**src/rtl/fetch_unit.sv**
```systemverilog
// Fetch stage: PC, in-order word reads (credit limited), {pc, insn} buffer toward decode.
// Latency: a word returned at cycle t is presented at t+1; stall holds the head, full buffer throttles mem_req.
module fetch_unit #(
  parameter logic [0:31] START_PC        = 32'h80020000,
  parameter int          MAX_OUTSTANDING = 2,
  parameter int          BUF_DEPTH       = 4
) (
  input  logic        clk,
  input  logic        rst_n,
  input  logic        stall,
  input  logic        redirect,
  input  logic [0:31] redirect_pc,
  output logic        mem_req,
  output logic [0:31] mem_addr,
  input  logic        mem_rvalid,
  input  logic [0:31] mem_rdata,
  output logic [0:31] insn,
  output logic [0:31] pc,
  output logic        valid_insn
);

  localparam int CW = $clog2(MAX_OUTSTANDING + 1);
  localparam int OW = $clog2(BUF_DEPTH + 1);
  localparam int PW = (BUF_DEPTH > 1) ? $clog2(BUF_DEPTH) : 1;
  localparam int AW = (MAX_OUTSTANDING > 1) ? $clog2(MAX_OUTSTANDING) : 1;

  localparam logic [CW-1:0] MAX_O   = CW'(MAX_OUTSTANDING);
  localparam logic [OW:0]   DEPTH_V = (OW + 1)'(BUF_DEPTH);

  typedef struct packed {
    logic [0:31] pc;
    logic [0:31] insn;
  } entry_t;

  logic [0:31]   fetch_pc;
  logic [CW-1:0] outstanding;
  logic [CW-1:0] outstanding_nxt;
  logic [CW-1:0] drop_cnt;
  logic [OW-1:0] occ;
  logic [PW-1:0] rd_ptr;
  logic [PW-1:0] wr_ptr;
  entry_t        buf_mem [BUF_DEPTH];
  logic [0:31]   addr_q  [MAX_OUTSTANDING];
  logic [0:31]   addr_q_nxt [MAX_OUTSTANDING];
  logic [AW-1:0] aq_wr;
  logic [OW:0]   credit_used;

  logic issue;
  logic resp;
  logic drop;
  logic push;
  logic pop;
  logic unused_lsb;

  assign unused_lsb = ^redirect_pc[30:31];

  // Reads in flight plus buffered words never exceed the buffer, so pushes always fit.
  assign credit_used = (OW + 1)'(outstanding) + (OW + 1)'(occ);
  assign issue = rst_n & ~redirect & (outstanding < MAX_O) & (credit_used < DEPTH_V);

  // A response only counts against a read we issued; anything else is a stray.
  assign resp = rst_n & mem_rvalid & (outstanding != '0);
  assign drop = resp & (drop_cnt != '0);
  assign push = resp & (drop_cnt == '0) & ~redirect;

  assign valid_insn = rst_n & (occ != '0) & ~redirect;
  assign pop        = valid_insn & ~stall;

  assign mem_req  = issue;
  assign mem_addr = fetch_pc;
  assign insn     = rst_n ? buf_mem[rd_ptr].insn : '0;
  assign pc       = rst_n ? buf_mem[rd_ptr].pc   : '0;

  always_comb begin
    outstanding_nxt = outstanding;
    if (issue && !resp) begin
      outstanding_nxt = outstanding + CW'(1);
    end else if (!issue && resp) begin
      outstanding_nxt = outstanding - CW'(1);
    end
  end

  // Request addresses kept oldest-first; a counted response shifts the queue down.
  assign aq_wr = AW'(outstanding - CW'(resp));

  always_comb begin
    for (int i = 0; i < MAX_OUTSTANDING; i++) begin
      addr_q_nxt[i] = addr_q[i];
    end
    if (resp) begin
      for (int i = 0; i < MAX_OUTSTANDING - 1; i++) begin
        addr_q_nxt[i] = addr_q[i + 1];
      end
    end
    if (issue) begin
      addr_q_nxt[aq_wr] = fetch_pc;
    end
  end

  always_ff @(posedge clk) begin
    for (int i = 0; i < MAX_OUTSTANDING; i++) begin
      addr_q[i] <= addr_q_nxt[i];
    end
    if (push) begin
      buf_mem[wr_ptr] <= '{pc: addr_q[0], insn: mem_rdata};
    end
  end

  always_ff @(posedge clk) begin
    if (!rst_n) begin
      fetch_pc    <= START_PC;
      outstanding <= '0;
      drop_cnt    <= '0;
      occ         <= '0;
      rd_ptr      <= '0;
      wr_ptr      <= '0;
    end else begin
      outstanding <= outstanding_nxt;

      if (redirect) begin
        fetch_pc <= {redirect_pc[0:29], 2'b00};
      end else if (issue) begin
        fetch_pc <= fetch_pc + 32'd4;
      end

      // Every read still in flight after this edge predates the redirect.
      if (redirect) begin
        drop_cnt <= outstanding_nxt;
      end else if (drop) begin
        drop_cnt <= drop_cnt - CW'(1);
      end

      if (redirect) begin
        occ    <= '0;
        wr_ptr <= rd_ptr;
      end else begin
        if (push) begin
          wr_ptr <= wr_ptr + PW'(1);
        end
        if (pop) begin
          rd_ptr <= rd_ptr + PW'(1);
        end
        if (push && !pop) begin
          occ <= occ + OW'(1);
        end else if (!push && pop) begin
          occ <= occ - OW'(1);
        end
      end
    end
  end

endmodule

```
**config.mk**
```make
export PLATFORM = sky130hd
export DESIGN_NAME = fetch_unit
export DESIGN_NICKNAME = d
export VERILOG_FILES = /design/src/rtl/fetch_unit.sv
export SDC_FILE = /design/constraint.sdc
export NUM_CORES = 1
export LEC_CHECK = 0
export CAP_MARGIN = 20
export CORE_MARGIN = 4
export CORE_UTILIZATION = 40
export DETAILED_ROUTE_END_ITERATION = 12
export GPL_TIMING_DRIVEN = 0
export PLACE_DENSITY = 0.57
export SETUP_SLACK_MARGIN = 0.4
export SYNTH_ARGS = -nofsm -noshare
export SYNTH_HDL_FRONTEND = slang
export SYNTH_SLANG_ARGS = --single-unit
```
**constraint.sdc**
```tcl
create_clock -name clk -period 9.4 [get_ports clk]
set_input_delay 1.41 -clock clk [delete_from_list [all_inputs] [get_ports clk]]
set_output_delay 1.41 -clock clk [all_outputs]
set_load 0.1 [all_outputs]
```
==> metrics.log, run 1 <==
INFO  metric final_min_period_over_clock_period = 55.2%
INFO  metric crit_path_max_incr_delay = 990 ps
INFO  metric run_status = finished, final reports clean
INFO  metric setup-violations-final = 0
INFO  metric drt_pass1_iterations = 5
INFO  metric coreArea = 0.0356 mm²
INFO  metric layout_setup_ws = about 4200 ps
INFO  metric place_hpwl = 21.2 mm
INFO  metric design.final.nets = approximately 1200
INFO  metric areaGrowthSynthToFinish = 25.6%
INFO  metric routed_wirelength = 32.0 mm
INFO  metric critical_path.n_buffers_inverters = 3
INFO  metric ioPinCount = approximately 170
INFO  metric switching_share = 24.7%
INFO  metric placement.setup.worst_slack = 4290 ps
INFO  metric yosysWarningCount = 0
INFO  metric grt_use_total = 16.2%
INFO  metric antennaDiodeCount = 0
INFO  metric ctsResizeCount = 0
INFO  metric finalClockSkew = 12.4 ps
INFO  metric finish.utilization = 50.9%
INFO  metric critPathRequiredTime = 7990 ps
INFO  metric timing.critical_path.max_delay_family = buffers and inverters
INFO  metric floorplan.initialDensity = 40.5%
INFO  metric grt_first_pass_wirelength = 48.9 mm
INFO  metric synth.cells.most_frequent = edfxtp_1, and2_1, dfxtp_1
INFO  metric share_comb_of_total_power = between 10% and 20%
INFO  metric dr_total_vias = 8056
INFO  metric crit_chain = clkbuf_1, buf_2, mux4_2, and2_1, clkdlybuf4s50_1
INFO  metric post-synth-top-area-fraction = 60.0%
INFO  metric route.detailed.wl_per_inst = just over 20 µm
INFO  metric timing.fmax = 193 MHz
INFO  metric htree_levels = 2
INFO  metric synth.distinct_cells = 55
INFO  metric cts-hold-fix-buffers = 0
INFO  metric clock_insertion_delay_worst_skew = 520 ps
INFO  metric async_flop_share = 0%
INFO  metric globalRouteMet2Util = 26.5%
INFO  metric static-leakage-power = 6.11 nW
INFO  metric yosysMostFrequentCell = edfxtp_1
INFO  metric drt-initial-drc-count = approximately 440
INFO  metric worstPathMaxFanout = 10
INFO  metric cts.root.buffer_cell = clkbuf_16
INFO  metric start_kind = flip-flop
INFO  metric crit_type = reg -> out
INFO  metric gr-total-overflow = 0
INFO  metric share_seq_of_total_power = 49.9%
INFO  metric period_needed = 5190 ps
INFO  metric final_layout_size_suffix_gt1_share = 15.2%
INFO  metric synth.avg_cell_area = 16.5 µm²
INFO  metric hold_violations = 0
INFO  metric max_cap_viol_count = 0
INFO  metric hp-class = reg -> reg
INFO  metric synth_top_area_cell = edfxtp_1
INFO  metric fp.dieW = around 200 µm
INFO  metric die_h = 198 µm
INFO  metric clock_sink_count = 363
INFO  metric ys_seq_area_share = 70.5%
INFO  metric internal_power = between 2 and 3 mW
INFO  metric synth.ff_latch_count = 363
INFO  metric syn-instance-count = 874
INFO  metric edff_count_synth = around 290
INFO  metric route.antenna.remaining_nets = 0
INFO  metric cpMaxStageDelayCell = clkdlybuf4s50_1
INFO  metric headroom_to_the_max_slew_limit = 28.7%
INFO  metric cts_tree = done
INFO  metric maximum_number_of_pins_on_one_net_before_global_route_repair = 53
INFO  metric slew_violations = 0
INFO  metric drcViolationCount = 0
INFO  metric switching_component_of_the_power = about 0.98 mW
INFO  metric synth_top_cells_by_area = edfxtp_1, dfxtp_1, mux4_2
INFO  metric setup_tns = 0 ps
INFO  metric initial_antenna_violation_count = 0
INFO  metric gr-usage-met3 = under 10%
INFO  metric met1_usage = approximately 22%
INFO  metric synth.cell_area = 0.0144 mm²
INFO  metric cts.clk_slew.worst_paths = 60 ps
INFO  metric grt_setup_unrepaired = false
INFO  metric gp_congestion = 0.820
INFO  metric row_count = 69
INFO  metric die_area = roughly 0.04 mm²
INFO  metric pwr_density_cell = 219 mW/mm²
INFO  metric peakVddDrop = ~140 µV
INFO  metric worst_slew_pin_slew = 1070 ps
INFO  metric vias_in_the_first_global_route = approximately 8300
INFO  metric clockBufferDepth = 3
INFO  metric end_kind = primary output
INFO  metric post_cts.repair.setup_buffers = 0
INFO  metric cp_data_arrival_time = ~3800 ps
INFO  metric grt-busiest-layer = met2
INFO  metric numCtsBuffers = 41
INFO  metric commonest_register_cell_after_synthesis = edfxtp_1
INFO  metric power_frac_clock = 39.7%
INFO  metric port_buffers = 161
INFO  metric post_drt_via_cell_ratio = ~5.1
[final timing paths]
kind | slack (ps) | start | cells after the start | end
max | 4210 | flip-flop | 5 | pc[26]
min | 500 | addr_q[0][10] | 0 | buf_mem[2][42]
min reg2reg | 500 | addr_q[0][10] | 0 | buf_mem[2][42]
max reg2reg | 6560 | outstanding[1] | 10 | occ[2]
[through the flow]
step,power (mW),cell area (µm²),hold WS [ps],std cells
5_1_grt,4.11,18100,528,1577
3_3_place_gp,2.41,16600,484,1497
2_1_floorplan,2.26,14400,460,875
6_report,3.95,18100,500,1577
4_1_cts,4.01,18100,513,1577
3_5_place_dp,2.42,16700,500,1502
[power groups by stage]
stage / registers, mW / clock network (mW) / logic [mW]
2_1_floorplan: 2.04 / 0 / 0.228
3_3_place_gp: 2.01 / 0 / 0.406
3_5_place_dp: 2.01 / 0 / 0.414
4_1_cts: 1.98 / 1.62 / 0.415
5_1_grt: 1.99 / 1.68 / 0.441
6_report: 1.97 / 1.57 / 0.411
[layout by cell type, fill, tap and decap left out, drive strengths merged, types with 2 or more instances in the layout]
cell / netlist / routed
nor2: 12 / 12
nand4: 12 / 12
and4: 7 / 7
nand2: 52 / 52
and3: 7 / 7
a21oi: 21 / 21
dfxtp: 75 / 75
clkdlybuf4s50: 0 / 161
and2: 78 / 78
mux4: 64 / 64
or3: 3 / 3
o211a: 3 / 3
xor2: 12 / 12
o21ai: 62 / 62
or4: 2 / 2
nand3: 17 / 17
mux2i: 34 / 34
nor3: 11 / 11
ha: 9 / 9
bufinv: 0 / 4
clkinv: 0 / 12
o211ai: 3 / 3
clkinvlp: 0 / 2
nor4: 8 / 8
conb: 1 / 2
inv: 12 / 13
xnor2: 20 / 20
buf: 16 / 21
edfxtp: 288 / 288
clkbuf: 32 / 88
[kinds of logic after synthesis]
kind of cell             synth area share [%]
AO/OA/AOI/OAI                            3.76
XOR/XNOR                                 1.95
adder cells (fa/ha/maj)                 0.921
buffers and inverters                    2.15
flip-flops                               70.5
multiplexers                             12.4
other                                  0.0260
AND/OR/NAND/NOR                          8.37
[registers in the layout, summed over array words and instances (netlist names), named ones only]
signal	cells
drop_cnt	2
outstanding	2
mem_addr	30
wr_ptr	2
addr_q	34
buf_mem	256
rd_ptr	2
occ	3
[layout make-up]
type,count,area (µm²)
buffer,48,264
clock buffer,56,1140
clock inverter,19,199
fill,3043,17500
inverter,12,45.0
multi-input combinational,452,3970
sequential,363,10100
tap,461,577
timing repair buffer,166,1740
[worst reg2reg max path, delay by kind of cell, from the launching register on]
| kind | cells | cell delay, ps |
|---|---|---|
| simple gates | 3 | 1050 |
| fa+ha+maj | 3 | 840 |
| flops | 1 | 430 |
| buf+inv | 2 | 160 |
| xor+xnor | 1 | 160 |
| compound gates | 1 | 130 |
[routing by layer]
layer | share of wire, % | vias up
met5 | 0 | -
met4 | 1.4 | 0
met3 | 6.1 | 40
met2 | 48 | 205
met1 | 45 | 4032
li1 | - | 3779
Power figures use the tool's default switching activity.
==> run 2, diff against run 1 <==
- clock period: 9.4 -> 4.9 ns (I/O delays scaled with it)
==> metrics.log, run 2 (synthesis gave the netlist of run 1 again) <==
INFO  metric placement.setup.worst_slack = a little under 900 ps
INFO  metric clockBufferDepth = 3
INFO  metric dr_total_vias = 8064
INFO  metric finish.utilization = 51.0%
INFO  metric place_hpwl = 21.2 mm
INFO  metric layout.cells.non_filler = 1577
INFO  metric finalClockSkew = 12.9 ps
INFO  metric internal_power = 5.70 mW
INFO  metric worstRegToRegCells = 10
INFO  metric period_needed = 4160 ps
INFO  metric cts_tree = done
INFO  metric cp_data_arrival_time = 3430 ps
INFO  metric antennaDiodeCount = 0
INFO  metric route.detailed.wl_per_inst = 20.3 µm
INFO  metric final_common_cell = edfxtp_1
INFO  metric path_depth = 5
INFO  metric share_comb_of_total_power = between 10% and 20%
INFO  metric gp_congestion = 0.820
INFO  metric pwr_density_cell = 418 mW/mm²
INFO  metric min_delay_path_depth = 0
INFO  metric ioPinCount = 167
INFO  metric switching_share = 24.7%
INFO  metric grt_use_total = approximately 16%
INFO  metric crit_type = reg -> out
INFO  metric cpMaxStageDelayCell = dlygate4sd2_1
INFO  metric die_h = about 200 µm
INFO  metric mostFrequentLayoutCells = edfxtp_1, clkdlybuf4s50_1, dfxtp_1, and2_1, mux4_2
INFO  metric wl_met1 = 14.3 mm
INFO  metric slew_violations = 0
INFO  metric critPathRequiredTime = 4160 ps
INFO  metric routed_wirelength = 32.1 mm
INFO  metric largest_register_ff_count = 256
INFO  metric route.antenna.remaining_nets = 0
INFO  metric share_seq_of_total_power = 50.0%
INFO  metric coreArea = roughly 0.036 mm²
INFO  metric htree_levels = 2
INFO  metric power_frac_clock = 39.7%
INFO  metric maximum_number_of_pins_on_one_net_before_global_route_repair = between 50 and 60
INFO  metric critical_path.n_buffers_inverters = 3
INFO  metric cts.clk_slew.worst_paths = 60 ps
INFO  metric cts.root.buffer_cell = clkbuf_16
INFO  metric timing.fmax = 240 MHz
INFO  metric clock_sink_count = 363
INFO  metric worstPathMaxFanout = 10
INFO  metric hp-class = reg -> reg
INFO  metric post_drt_via_cell_ratio = 5.11
INFO  metric areaGrowthSynthToFinish = 25.9%
INFO  metric start_kind = flip-flop
INFO  metric top_signal_layer_used = met4
INFO  metric finalPower = 7.58 mW
INFO  metric end_kind = primary output
INFO  metric design.final.nets = between 1000 and 1500
INFO  metric numCtsBuffers = 41
INFO  metric clock_insertion_delay_worst_skew = around 530 ps
INFO  metric die_area = 0.0391 mm²
INFO  metric setup_tns = 0 ps
INFO  metric floorplan.initialDensity = 40.5%
INFO  metric regMostFlops = buf_mem
INFO  metric crit_chain = clkbuf_1, buf_1, mux4_2, and2_1, dlygate4sd2_1
INFO  metric vias_in_the_first_global_route = 8301
INFO  metric port_buffers = 161
INFO  metric max_cap_viol_count = 0
INFO  metric final_min_period_over_clock_period = 85.0%
INFO  metric timing.critical_path.max_delay_family = buffers and inverters
INFO  metric numPlacedInstances = roughly 1500
INFO  metric cts-hold-fix-buffers = 0
INFO  metric grt_setup_unrepaired = false
INFO  metric static-leakage-power = 6.67 nW
INFO  metric final_layout_size_suffix_gt1_share = between 15 and 20%
INFO  metric peakVddDrop = 278 µV
INFO  metric grt_first_pass_wirelength = 48.9 mm
INFO  metric setup-violations-final = 0
INFO  metric initial_antenna_violation_count = 0
INFO  metric timing.reg2reg.setup_slack = 2110 ps
INFO  metric gr-total-overflow = 0
INFO  metric drcViolationCount = 0
INFO  metric hold_violations = 0
INFO  metric worst_slew_pin_slew = roughly 1100 ps
INFO  metric headroom_to_the_max_slew_limit = 29.0%
INFO  metric met2RoutedLength = 15.3 mm
INFO  metric layout_setup_ws = ~740 ps
INFO  metric row_count = 69
INFO  metric crit_path_max_incr_delay = 870 ps
INFO  metric met3_wirelength = approximately 2 mm
INFO  metric run_status = finished, final reports clean
INFO  metric fp.dieW = slightly below 200 µm
INFO  metric drt-initial-drc-count = 355
INFO  metric drt_pass1_iterations = 4
INFO  metric switching_component_of_the_power = ~1.9 mW
## run 2: worst paths after layout
kind	start	end
min reg2reg	addr_q[0][10]	buf_mem[2][42]
min	addr_q[0][10]	buf_mem[2][42]
max	flip-flop	pc[6]
max reg2reg	outstanding[1]	occ[2]
## run 2: final cells by class
cell class / count / area (µm²)
buffer: 48 / 265
clock buffer: 56 / 1140
clock inverter: 19 / 199
fill: 3032 / 17400
inverter: 12 / 45.0
multi-input combinational: 452 / 3970
sequential: 363 / 10100
tap: 461 / 577
timing repair buffer: 166 / 1790
## run 2: stage by stage
stage	hold slack, ps	area (µm²)
global placement	484	16600
finish	502	18100
floorplan	460	14400
detailed placement	500	16700
global route	528	18100
CTS	513	18100
## run 2: power by group through the flow
stage / combinational, mW / sequential, mW / clock, mW
6_report: 0.781 / 3.79 / 3.01
5_1_grt: 0.839 / 3.82 / 3.22
4_1_cts: 0.790 / 3.79 / 3.10
3_5_place_dp: 0.793 / 3.86 / 0
3_3_place_gp: 0.779 / 3.85 / 0
2_1_floorplan: 0.437 / 3.90 / 0
## run 2: per-layer routing
| layer | GRT usage [%] | vias to the layer above |
|---|---|---|
| met4 | 3.62 | 0 |
| met2 | 26.5 | 211 |
| met3 | 3.91 | 42 |
| li1 | - | 3779 |
| met1 | 22.4 | 4032 |
| met5 | 0 | - |
## run 2: what timing repair did
item / in CTS / in global routing
pin swaps: 0 / 0
resized for setup: 27 / 34
buffers inserted: 0 / 0
setup endpoints to repair: 43 / 34
